`config.mk`:
```
export PLATFORM = sky130hd
export DESIGN_NAME = timer_multi
export DESIGN_NICKNAME = d
export VERILOG_FILES = /design/src/rtl/timer_multi_pkg.sv /design/src/rtl/timer_multi_channel.sv /design/src/rtl/timer_multi.sv
export SDC_FILE = /design/constraint.sdc
export NUM_CORES = 1
export LEC_CHECK = 0
export CAP_MARGIN = 20
export CORE_ASPECT_RATIO = 1.2
export CORE_UTILIZATION = 55
export CTS_CLUSTER_DIAMETER = 50
export DETAILED_ROUTE_END_ITERATION = 8
export GPL_TIMING_DRIVEN = 0
export PLACE_DENSITY_LB_ADDON = 0.2
export SYNTH_ARGS = -nofsm -noshare
export SYNTH_HDL_FRONTEND = slang
export SYNTH_SLANG_ARGS = --single-unit
```
`constraint.sdc`:
```
create_clock -name clk -period 8.7 [get_ports clk]
set_input_delay 1.305 -clock clk [delete_from_list [all_inputs] [get_ports clk]]
set_output_delay 1.305 -clock clk [all_outputs]
set_load 0.1 [all_outputs]
```
`src/rtl/timer_multi_pkg.sv`:
```
// Core bus/interrupt defines plus the register map shared by timer_multi and timer_channel.
// Optional per-channel prescaler is built only when TIMER_PRESCALER_EN is defined.
`ifndef TIMER_MULTI_CORE_DEFINES
`define TIMER_MULTI_CORE_DEFINES
`define WriteEnable 1'b1
`define ZeroWord    32'h0000_0000
`define INT_NONE    32'h0000_0000
`define TIME_INT    32'h0000_0001
`endif

package timer_multi_pkg;
  localparam logic [3:0] OFF_CTRL        = 4'h0;
  localparam logic [3:0] OFF_VALUE       = 4'h4;
  localparam logic [3:0] OFF_CNT         = 4'h8;
  localparam logic [7:0] ADDR_INT_STATUS = 8'hF0;

  localparam int CTRL_EN     = 0;
  localparam int CTRL_INT_EN = 1;
  localparam int CTRL_PEND   = 2;
  localparam int CTRL_MODE   = 3;
  localparam int CTRL_PSC    = 8;

  // Decoded per-channel write request
  typedef struct packed {
    logic        ctrl_we;
    logic        value_we;
    logic        w1c;
    logic [31:0] wdata;
  } ch_wr_t;
endpackage

```
`src/rtl/timer_multi_channel.sv`:
```
// timer_channel: one timer channel -- control bits, compare value, counter and tick logic.
// The prescaler (TIMER_PRESCALER_EN) divides the tick rate by psc+1.
module timer_channel
  import timer_multi_pkg::*;
#(
  parameter int CNT_W = 32,
  parameter int PSC_W = 8
) (
  input  logic             clk,
  input  logic             rst,
  input  ch_wr_t           wr,
  output logic [31:0]      ctrl,
  output logic [CNT_W-1:0] value,
  output logic [CNT_W-1:0] cnt,
  output logic             pending
);
  logic en, int_en, mode, tick, fire, unused_wdata;

  assign unused_wdata = ^wr.wdata;

`ifdef TIMER_PRESCALER_EN
  logic [PSC_W-1:0] psc, psc_cnt;

  // >= keeps the divider sane if psc is lowered below the running count
  assign tick = en && (psc_cnt >= psc);

  always_ff @(posedge clk or posedge rst) begin
    if (rst) begin
      psc     <= '0;
      psc_cnt <= '0;
    end else begin
      if (wr.ctrl_we) psc <= wr.wdata[CTRL_PSC +: PSC_W];
      if (!en || tick || wr.value_we) psc_cnt <= '0;
      else                            psc_cnt <= psc_cnt + PSC_W'(1);
    end
  end
`else
  assign tick = en;
`endif

  assign fire = tick && (value != '0) && (cnt == value - CNT_W'(1));

  always_ff @(posedge clk or posedge rst) begin
    if (rst) begin
      en      <= 1'b0;
      int_en  <= 1'b0;
      mode    <= 1'b0;
      pending <= 1'b0;
      value   <= '0;
      cnt     <= '0;
    end else begin
      // A CTRL write overrides the one-shot self-disable
      if (wr.ctrl_we) begin
        en     <= wr.wdata[CTRL_EN];
        int_en <= wr.wdata[CTRL_INT_EN];
        mode   <= wr.wdata[CTRL_MODE];
      end else if (fire && !mode) begin
        en <= 1'b0;
      end
      // Hardware set beats software clear so no interrupt is lost
      if (fire)        pending <= 1'b1;
      else if (wr.w1c) pending <= 1'b0;
      if (wr.value_we) value <= wr.wdata[CNT_W-1:0];
      if (wr.value_we || fire || (wr.ctrl_we && en && !wr.wdata[CTRL_EN]))
        cnt <= '0;
      else if (tick && value != '0)
        cnt <= cnt + CNT_W'(1);
    end
  end

  always_comb begin
    ctrl              = '0;
    ctrl[CTRL_EN]     = en;
    ctrl[CTRL_INT_EN] = int_en;
    ctrl[CTRL_PEND]   = pending;
    ctrl[CTRL_MODE]   = mode;
`ifdef TIMER_PRESCALER_EN
    ctrl[CTRL_PSC +: PSC_W] = psc;
`endif
  end
endmodule

```
`src/rtl/timer_multi.sv`:
```
// timer_multi: N-channel memory-mapped timer; decodes the bus, muxes read data, merges interrupts.
// Build with TIMER_PRESCALER_EN defined to add a per-channel prescaler in CTRL[15:8].
module timer_multi
  import timer_multi_pkg::*;
#(
  parameter int NUM_CH = 4,
  parameter int CNT_W  = 32,
  parameter int PSC_W  = 8
) (
  input  logic              clk,
  input  logic              rst,
  input  logic              we_i,
  input  logic [31:0]       addr_i,
  input  logic [31:0]       wdata_i,
  output logic [31:0]       rdata_o,
  output logic [NUM_CH-1:0] int_ch_o,
  output logic [31:0]       int_signal_o
);
  logic [3:0] ch_sel, offset;
  logic       is_status, wr_en, unused_addr;

  logic [NUM_CH-1:0][31:0]      ctrl;
  logic [NUM_CH-1:0][CNT_W-1:0] value, cnt;
  logic [NUM_CH-1:0]            pending;

  assign ch_sel      = addr_i[7:4];
  assign offset      = addr_i[3:0];
  assign is_status   = (addr_i[7:0] == ADDR_INT_STATUS);
  assign wr_en       = (we_i == `WriteEnable);
  // Upper address bits are decoded by the bus fabric
  assign unused_addr = ^addr_i[31:8];

  for (genvar c = 0; c < NUM_CH; c++) begin : g_ch
    ch_wr_t wr;
    logic   sel;

    assign sel = wr_en && (ch_sel == 4'(c));

    always_comb begin
      wr          = '0;
      wr.ctrl_we  = sel && (offset == OFF_CTRL);
      wr.value_we = sel && (offset == OFF_VALUE);
      wr.w1c      = (wr.ctrl_we && wdata_i[CTRL_PEND]) || (wr_en && is_status && wdata_i[c]);
      wr.wdata    = wdata_i;
    end

    timer_channel #(.CNT_W(CNT_W), .PSC_W(PSC_W)) u_ch (
      .clk     (clk),
      .rst     (rst),
      .wr      (wr),
      .ctrl    (ctrl[c]),
      .value   (value[c]),
      .cnt     (cnt[c]),
      .pending (pending[c])
    );
  end

  always_comb begin
    rdata_o = `ZeroWord;
    if (is_status) begin
      rdata_o[NUM_CH-1:0] = pending;
    end else begin
      for (int c = 0; c < NUM_CH; c++) begin
        if (ch_sel == 4'(c)) begin
          case (offset)
            OFF_CTRL:  rdata_o = ctrl[c];
            OFF_VALUE: rdata_o = 32'(value[c]);
            OFF_CNT:   rdata_o = 32'(cnt[c]);
            default:   rdata_o = `ZeroWord;
          endcase
        end
      end
    end
  end

  always_comb begin
    int_ch_o = '0;
    for (int c = 0; c < NUM_CH; c++)
      int_ch_o[c] = pending[c] && ctrl[c][CTRL_INT_EN];
  end

  assign int_signal_o = (|int_ch_o) ? `TIME_INT : `INT_NONE;
endmodule
```
==> flow_summary_export.csv, run 1 <==
group,metric,value,unit
route,routedWlPerCell,25.80,um
critical_path,end_kind,"output port",
yosys,ys_top_cells_by_area,"dfrtp_1 36%, mux2_2 8.1%, xnor2_1 6.7%, xor2_1 6.6%, a221oi_1 3.9%",
grt,gr-total-overflow,0,
cells_and_area,area_delta_synth_final,14.92,%
critical_path,cp.required,7.39,ns
clock_tree,cts_made_buffers,37,
grt,antenna_found_initial,3,
timing,rsz0062_at_grt,"false",
critical_path,ff2ff_path_depth,10,
yosys,synth_top_area_share,35.74,%
floorplan,start_util,55.90,%
route,firstDrtPassIters,6,
grt,grt_usage,39.72,%
clock_tree,cts-resized-gates,0,
floorplan,dieArea,35380,sq um
yosys,synth_seq_cells,272,
floorplan,die_w,171.9,um
clock_tree,cts_buffer_depth,3,
critical_path,startpoint,"addr_i[3]",
yosys,yosysUniqueCellTypes,84,
yosys,async_reset_ff_share,100.0,%
critical_path,critical_path.endpoint,"rdata_o[20]",
yosys,synth_cells,2057,
cells_and_area,layout.nets,2293,
timing,worstMarginPinSlew,1.058,ns
clock_tree,cts_root_buf,"clkbuf_16",
placement,dp.cells,2630,
yosys,synth.avg_cell_area,9.260,sq um
clock_tree,cts_tree,"yes",
clock_tree,h-tree-depth,2,
critical_path,path_class,"input pin to output port",
grt,grt_pass1_vias,16740,
timing,min_period,7.154,ns
timing,fmax,139.8,MHz
route,route.detailed.drc,0,
route,totalWireLength,69640,um
min_path,holdPathStages,2,
grt,grt_first_pass_wirelength,103100,um
timing,period_share,82.23,%
placement,place_congestion,1.006,
cells_and_area,drive_gt1_share,14.19,%
grt,grt_max_degree,43,
cells_and_area,final_cell_mix,"272 x dfrtp_1, 146 x xnor2_1, 144 x clkbuf_1, 143 x xor2_1",
cells_and_area,layout_commonest_cell,"dfrtp_1",
route,vias,17590,
clock_tree,clock-sinks,272,
route,drt_first_iter_violations,1569,
timing,setup_tns,0,ns
yosys,netlist_area,19050,sq um
route,ant_nets,0,
timing,finClkSkew,0.03372,ns
timing,fin_ws,1.546,ns
pwr,power_density,217.7,nW/um^2
critical_path,worstPathMaxFanout,10,
timing,finalHoldWorstSlack,0.5207,ns
critical_path,critPathLaunchType,"input pin",
yosys,yosysWarningCount,0,
pwr,leakage,9.072,nW
floorplan,core_area,34070,sq um
route,avgViaCountPerCell,6.516,
critical_path,regToRegEndpoint,"g_ch[3].u_ch.cnt[5]",
job,maxCapViolCount,0,
yosys,synth_edf_count,0,
critical_path,timing.rr.start,"g_ch[3].u_ch.value[4]",
placement,dp_worst_setup_slack,1.724,ns
critical_path,worstPathArrival,5.85,ns
timing,finalSetupViolations,0,
timing,report.final.slew_viol_count,0,
yosys,ys_dominant_reg_cell,"dfrtp_1",
clock_tree,clkSlewWorstSetupHoldPaths,0.06,ns
yosys,ys_seq_area_share,35.74,%
run_status,status,"finished, final reports clean",
placement,portBuffers,77,
cells_and_area,fill_cells,2856,
floorplan,fp.dieH,205.9,um
floorplan,num_io_pins,135,
placement,dp_hpwl,53870,um
clock_tree,clk-insertion-delay-late,0.55,ns
floorplan,placement_rows,74,
cells_and_area,fin_cells,2699,
critical_path,timing.reg2reg.setup_slack,4.15,ns
pwr,ir_drop,0.1700,mV
min_path,hp-class,"flip-flop to flip-flop",
yosys,yosys.area.top_type,"dfrtp_1",
cells_and_area,utilization,64.24,%
clock_tree,post_cts_buffers,0,
timing,relSlewSlack,28.81,%
timing,hold_viol,0,
clock_tree,holdBufCountCts,0,
## layer usage
metal | up-vias | part of all wire, % | GRT usage [%]
li1 | 7898 | - | -
met1 | 8647 | 38 | 47.98
met2 | 786 | 47 | 64.85
met3 | 257 | 7.4 | 6.875
met4 | 0 | 7.5 | 26.36
met5 | - | 0 | 0
## sequential cells by signal (all words and copies together) (netlist names)
register / cells
g_ch.u_ch.cnt: 128
g_ch.u_ch.value: 128
g_ch.u_ch.en: 4
g_ch.u_ch.int_en: 4
g_ch.u_ch.mode: 4
g_ch.u_ch.pending: 4
## area by class of cell
cell class / count / area [sq um] / area share [%]
tap: 456 / 570.5 / 2.606
timing repair buffer: 88 / 930.9 / 4.253
clock buffer: 48 / 1007 / 4.601
buffer: 196 / 900.9 / 4.115
antenna: 2 / 5.005 / 0.02286
sequential: 272 / 6807 / 31.09
multi-input combinational: 1588 / 11340 / 51.79
clock inverter: 18 / 212.7 / 0.9717
inverter: 31 / 120.1 / 0.5487
## Yosys cell counts, drive strengths merged (5+ instances only)
cell / count
and4: 19
o32a: 26
or2: 10
a22oi: 39
o311ai: 5
nand3: 87
inv: 31
and2: 17
nand2: 101
or3: 8
a311oi: 5
o41ai: 6
xnor2: 146
or4: 26
o22ai: 10
a211oi: 6
a221oi: 84
a21oi: 51
ha: 12
nor2: 167
nand2b: 13
nor3b: 9
mux2: 137
nor4: 40
a222oi: 8
mux2i: 15
nand3b: 13
nor2b: 10
clkbuf: 137
dfrtp: 272
nand4: 54
and3: 41
xor2: 143
o221ai: 5
nand4b: 6
buf: 59
nor4b: 9
a31oi: 16
nor3: 117
o31ai: 7
o21ai: 25
## worst min path at each step
| stage | start | to | slack (ns) |
|---|---|---|---|
| global route | g_ch[0].u_ch.int_en | g_ch[0].u_ch.int_en | 0.56 |
| finish | g_ch[2].u_ch.int_en | g_ch[2].u_ch.int_en | 0.52 |
| detailed placement | g_ch[2].u_ch.int_en | g_ch[2].u_ch.int_en | 0.50 |
| CTS | g_ch[2].u_ch.int_en | g_ch[2].u_ch.int_en | 0.52 |
| global placement | g_ch[2].u_ch.int_en | g_ch[2].u_ch.int_en | 0.50 |
| floorplan | g_ch[2].u_ch.int_en | g_ch[2].u_ch.int_en | 0.46 |
## critical path, cell delays in order
cell and delay, ns:
clkdlybuf4s50_1 0.46, nor4b_1 0.32, clkbuf_1 0.50, clkbuf_1 0.51, clkbuf_1 0.65, clkbuf_1 0.46, a221oi_1 0.23, a21oi_1 0.24
clkdlybuf4s50_1 1.17
## kinds of logic (layout without fill, tap and decap cells)
group           after synthesis  in the layout  synth area share (%)
xor+xnor                    289            289                 13.29
buf+inv                     227            381                 5.341
flops                       272            272                 35.74
simple gates                760            760                 21.87
other cells                   1             33               0.01969
mux                         152            152                 8.888
compound gates              344            344                 14.07
fa+ha+maj                    12             12                0.7883
## per-stage QoR
stage | power, mW | area, sq um
final | 4.766 | 21890
after global routing | 4.957 | 21880
after CTS | 4.748 | 21880
after detailed placement | 3.204 | 20660
after global placement | 3.169 | 20500
after floorplan | 2.748 | 19160
## where the power goes
group | internal (mW) | switching [mW]
Combinational | 0.603 | 0.964
Sequential | 1.41 | 0.245
Clock | 0.918 | 0.623
Total | 2.93 | 1.83
Note: power is estimated with default switching activity, not from simulation.
==> inputs of run 2 (changes only) <==
==> constraint.sdc (replaced) <==
create_clock -name clk -period 5.75 [get_ports clk]
set_input_delay 0.8625 -clock clk [delete_from_list [all_inputs] [get_ports clk]]
set_output_delay 0.8625 -clock clk [all_outputs]
set_load 0.1 [all_outputs]
==> run 2 against run 1 <==
- the flow now finishes with violations (setup timing)
- clock power rose by 51%
- sequential power rose by 51%
- worst setup slack got worse by 1.6 ns
- hold slack got worse by 0.0050 ns
- cell count barely moved
==> flow_summary_export.csv, run 2 (synthesis gave the netlist of run 1 again) <==
group,metric,value,unit
placement,dp_worst_setup_slack,-0.3412,ns
route,route.detailed.drc,0,
placement,place_area,20660,sq um
route,firstDrtPassIters,6,
timing,rsz0062_at_grt,"false",
route,drt_first_iter_violations,1623,
timing,hold_viol,0,
floorplan,fp.dieH,205.9,um
clock_tree,cts_buffer_depth,3,
placement,dp_hpwl,53870,um
clock_tree,clk-insertion-delay-late,0.55,ns
timing,fin_ws,-0.004474,ns
floorplan,die_w,171.9,um
grt,grt_max_degree,43,
floorplan,placement_rows,74,
clock_tree,cts_root_buf,"clkbuf_16",
critical_path,path_class,"input pin to output port",
critical_path,ff2ff_path_depth,10,
job,maxCapViolCount,0,
floorplan,dieArea,35380,sq um
grt,antenna_found_initial,2,
timing,min_period,5.754,ns
min_path,holdPathStages,2,
cells_and_area,area_delta_synth_final,14.25,%
grt,grt_first_pass_wirelength,103100,um
pwr,ir_drop,0.2561,mV
clock_tree,cts_tree,"yes",
min_path,hp-start,"g_ch[2].u_ch.int_en",
run_status,violations,"setup timing",
critical_path,cp.required,4.89,ns
pwr,leakage,9.111,nW
timing,period_share,100.1,%
floorplan,core_area,34070,sq um
route,avgViaCountPerCell,6.515,
cells_and_area,fill_cells,2878,
route,totalWireLength,69640,um
cells_and_area,final_cell_mix,"272 x dfrtp_1, 146 x xnor2_1, 143 x clkbuf_1, 143 x xor2_1",
min_path,hp-class,"flip-flop to flip-flop",
placement,portBuffers,77,
cells_and_area,multi_input_area,11340,sq um
pwr,power_density,330.9,nW/um^2
clock_tree,clkSlewWorstSetupHoldPaths,0.06,ns
critical_path,critPathLaunchType,"input pin",
grt,grt_usage,39.72,%
cells_and_area,fin_cells,2698,
placement,dp.cells,2630,
route,ant_nets,0,
clock_tree,post_cts_buffers,0,
timing,setup_tns,-0.004474,ns
floorplan,num_io_pins,135,
cells_and_area,seqCellArea,6807,sq um
critical_path,worstPathArrival,4.89,ns
placement,place_congestion,1.006,
clock_tree,h-tree-depth,2,
run_status,status,"finished, violations left",
timing,finClkSkew,0.02689,ns
route,vias,17580,
floorplan,start_util,55.90,%
critical_path,timing.reg2reg.setup_slack,1.20,ns
timing,finalSetupViolations,1,
min_path,hold_end,"g_ch[2].u_ch.int_en",
cells_and_area,utilization,63.87,%
critical_path,worstPathMaxFanout,10,
cells_and_area,layout.nets,2293,
critical_path,regToRegEndpoint,"g_ch[3].u_ch.cnt[12]",
cells_and_area,top_regs,"g_ch.u_ch.cnt: 128 flops, g_ch.u_ch.value: 128 flops",
grt,grt_pass1_vias,16740,
route,routedWlPerCell,25.81,um
critical_path,end_kind,"output port",
cells_and_area,layout_commonest_cell,"dfrtp_1",
timing,report.final.slew_viol_count,0,
clock_tree,clock-sinks,272,
timing,relSlewSlack,25.26,%
grt,gr-total-overflow,0,
critical_path,startpoint,"addr_i[1]",
cells_and_area,drive_gt1_share,15.39,%
timing,fmax,173.8,MHz
timing,worstMarginPinSlew,1.111,ns
clock_tree,cts_made_buffers,37,
cells_and_area,fin_area,21760,sq um
critical_path,timing.rr.start,"g_ch[3].u_ch.value[4]",
-- run 2: cell count changes in the layout (fill, tap and decap cells not counted) --
| cell | before | now |
|---|---|---|
| clkbuf_1 | 144 | 143 |
| clkbuf_2 | 0 | 26 |
| clkdlybuf4s15_2 | 0 | 1 |
| clkdlybuf4s50_1 | 77 | 49 |
| diode_2 | 2 | 1 |
| dlygate4sd2_1 | 0 | 2 |
-- run 2: metal layers --
metal	wire, um	share of wire (%)	global-route usage (%)
met1	26550	38	48.06
met2	32660	47	64.82
met3	5121	7.4	6.913
met4	5319	7.6	26.17
met5	0	0	0
-- run 2: final cells by class --
type,instances,area share [%]
diodes,1,0.01150
plain buffers,196,4.145
clock buffers,48,4.628
clock inverters,18,0.9774
inverters,31,0.5519
multi-input cells,1588,52.09
flip-flops and latches,272,31.28
well taps,456,2.622
repair buffers,88,3.697
-- run 2: repair_timing --
| action | in CTS | in global routing |
|---|---|---|
| endpoints found under the setup margin | 28 | 26 |
| gates resized for setup | 31 | 51 |
| hold buffers | 0 | 0 |
-- run 2: worst max path at each step --
stage / endpoint / slack [ns] / cells after the start
floorplan: rdata_o[30] / 1.01 / 7
global placement: g_ch[0].u_ch.value[5] / -0.75 / 2
detailed placement: rdata_o[20] / -0.34 / 9
CTS: rdata_o[19] / 0.0009 / 9
global route: rdata_o[0] / 0.009 / 10
finish: rdata_o[10] / -0.004 / 9
-- run 2: power breakdown --
part	leakage, nW	internal [mW]	switching, mW
combinational	5.03	0.905	1.46
clock	0.577	1.39	0.940
sequential	3.50	2.14	0.370
total	9.11	4.43	2.77
-- run 2: metrics by stage --
step / total power, mW / hold WS [ns]
after global routing: 7.492 / 0.5639
after global placement: 4.796 / 0.4984
final: 7.201 / 0.5157
after CTS: 7.178 / 0.5157
after detailed placement: 4.848 / 0.5032
after floorplan: 4.157 / 0.4606
-- run 2: worst max-delay path, cell delays in order --
cell             delay (ns)
clkdlybuf4s50_1        0.47
nor4b_1                0.31
clkbuf_1               0.56
clkbuf_1               0.70
clkbuf_1               0.42
a22oi_1                0.21
o32a_1                 0.29
a21oi_1                0.19
dlygate4sd2_1          0.87
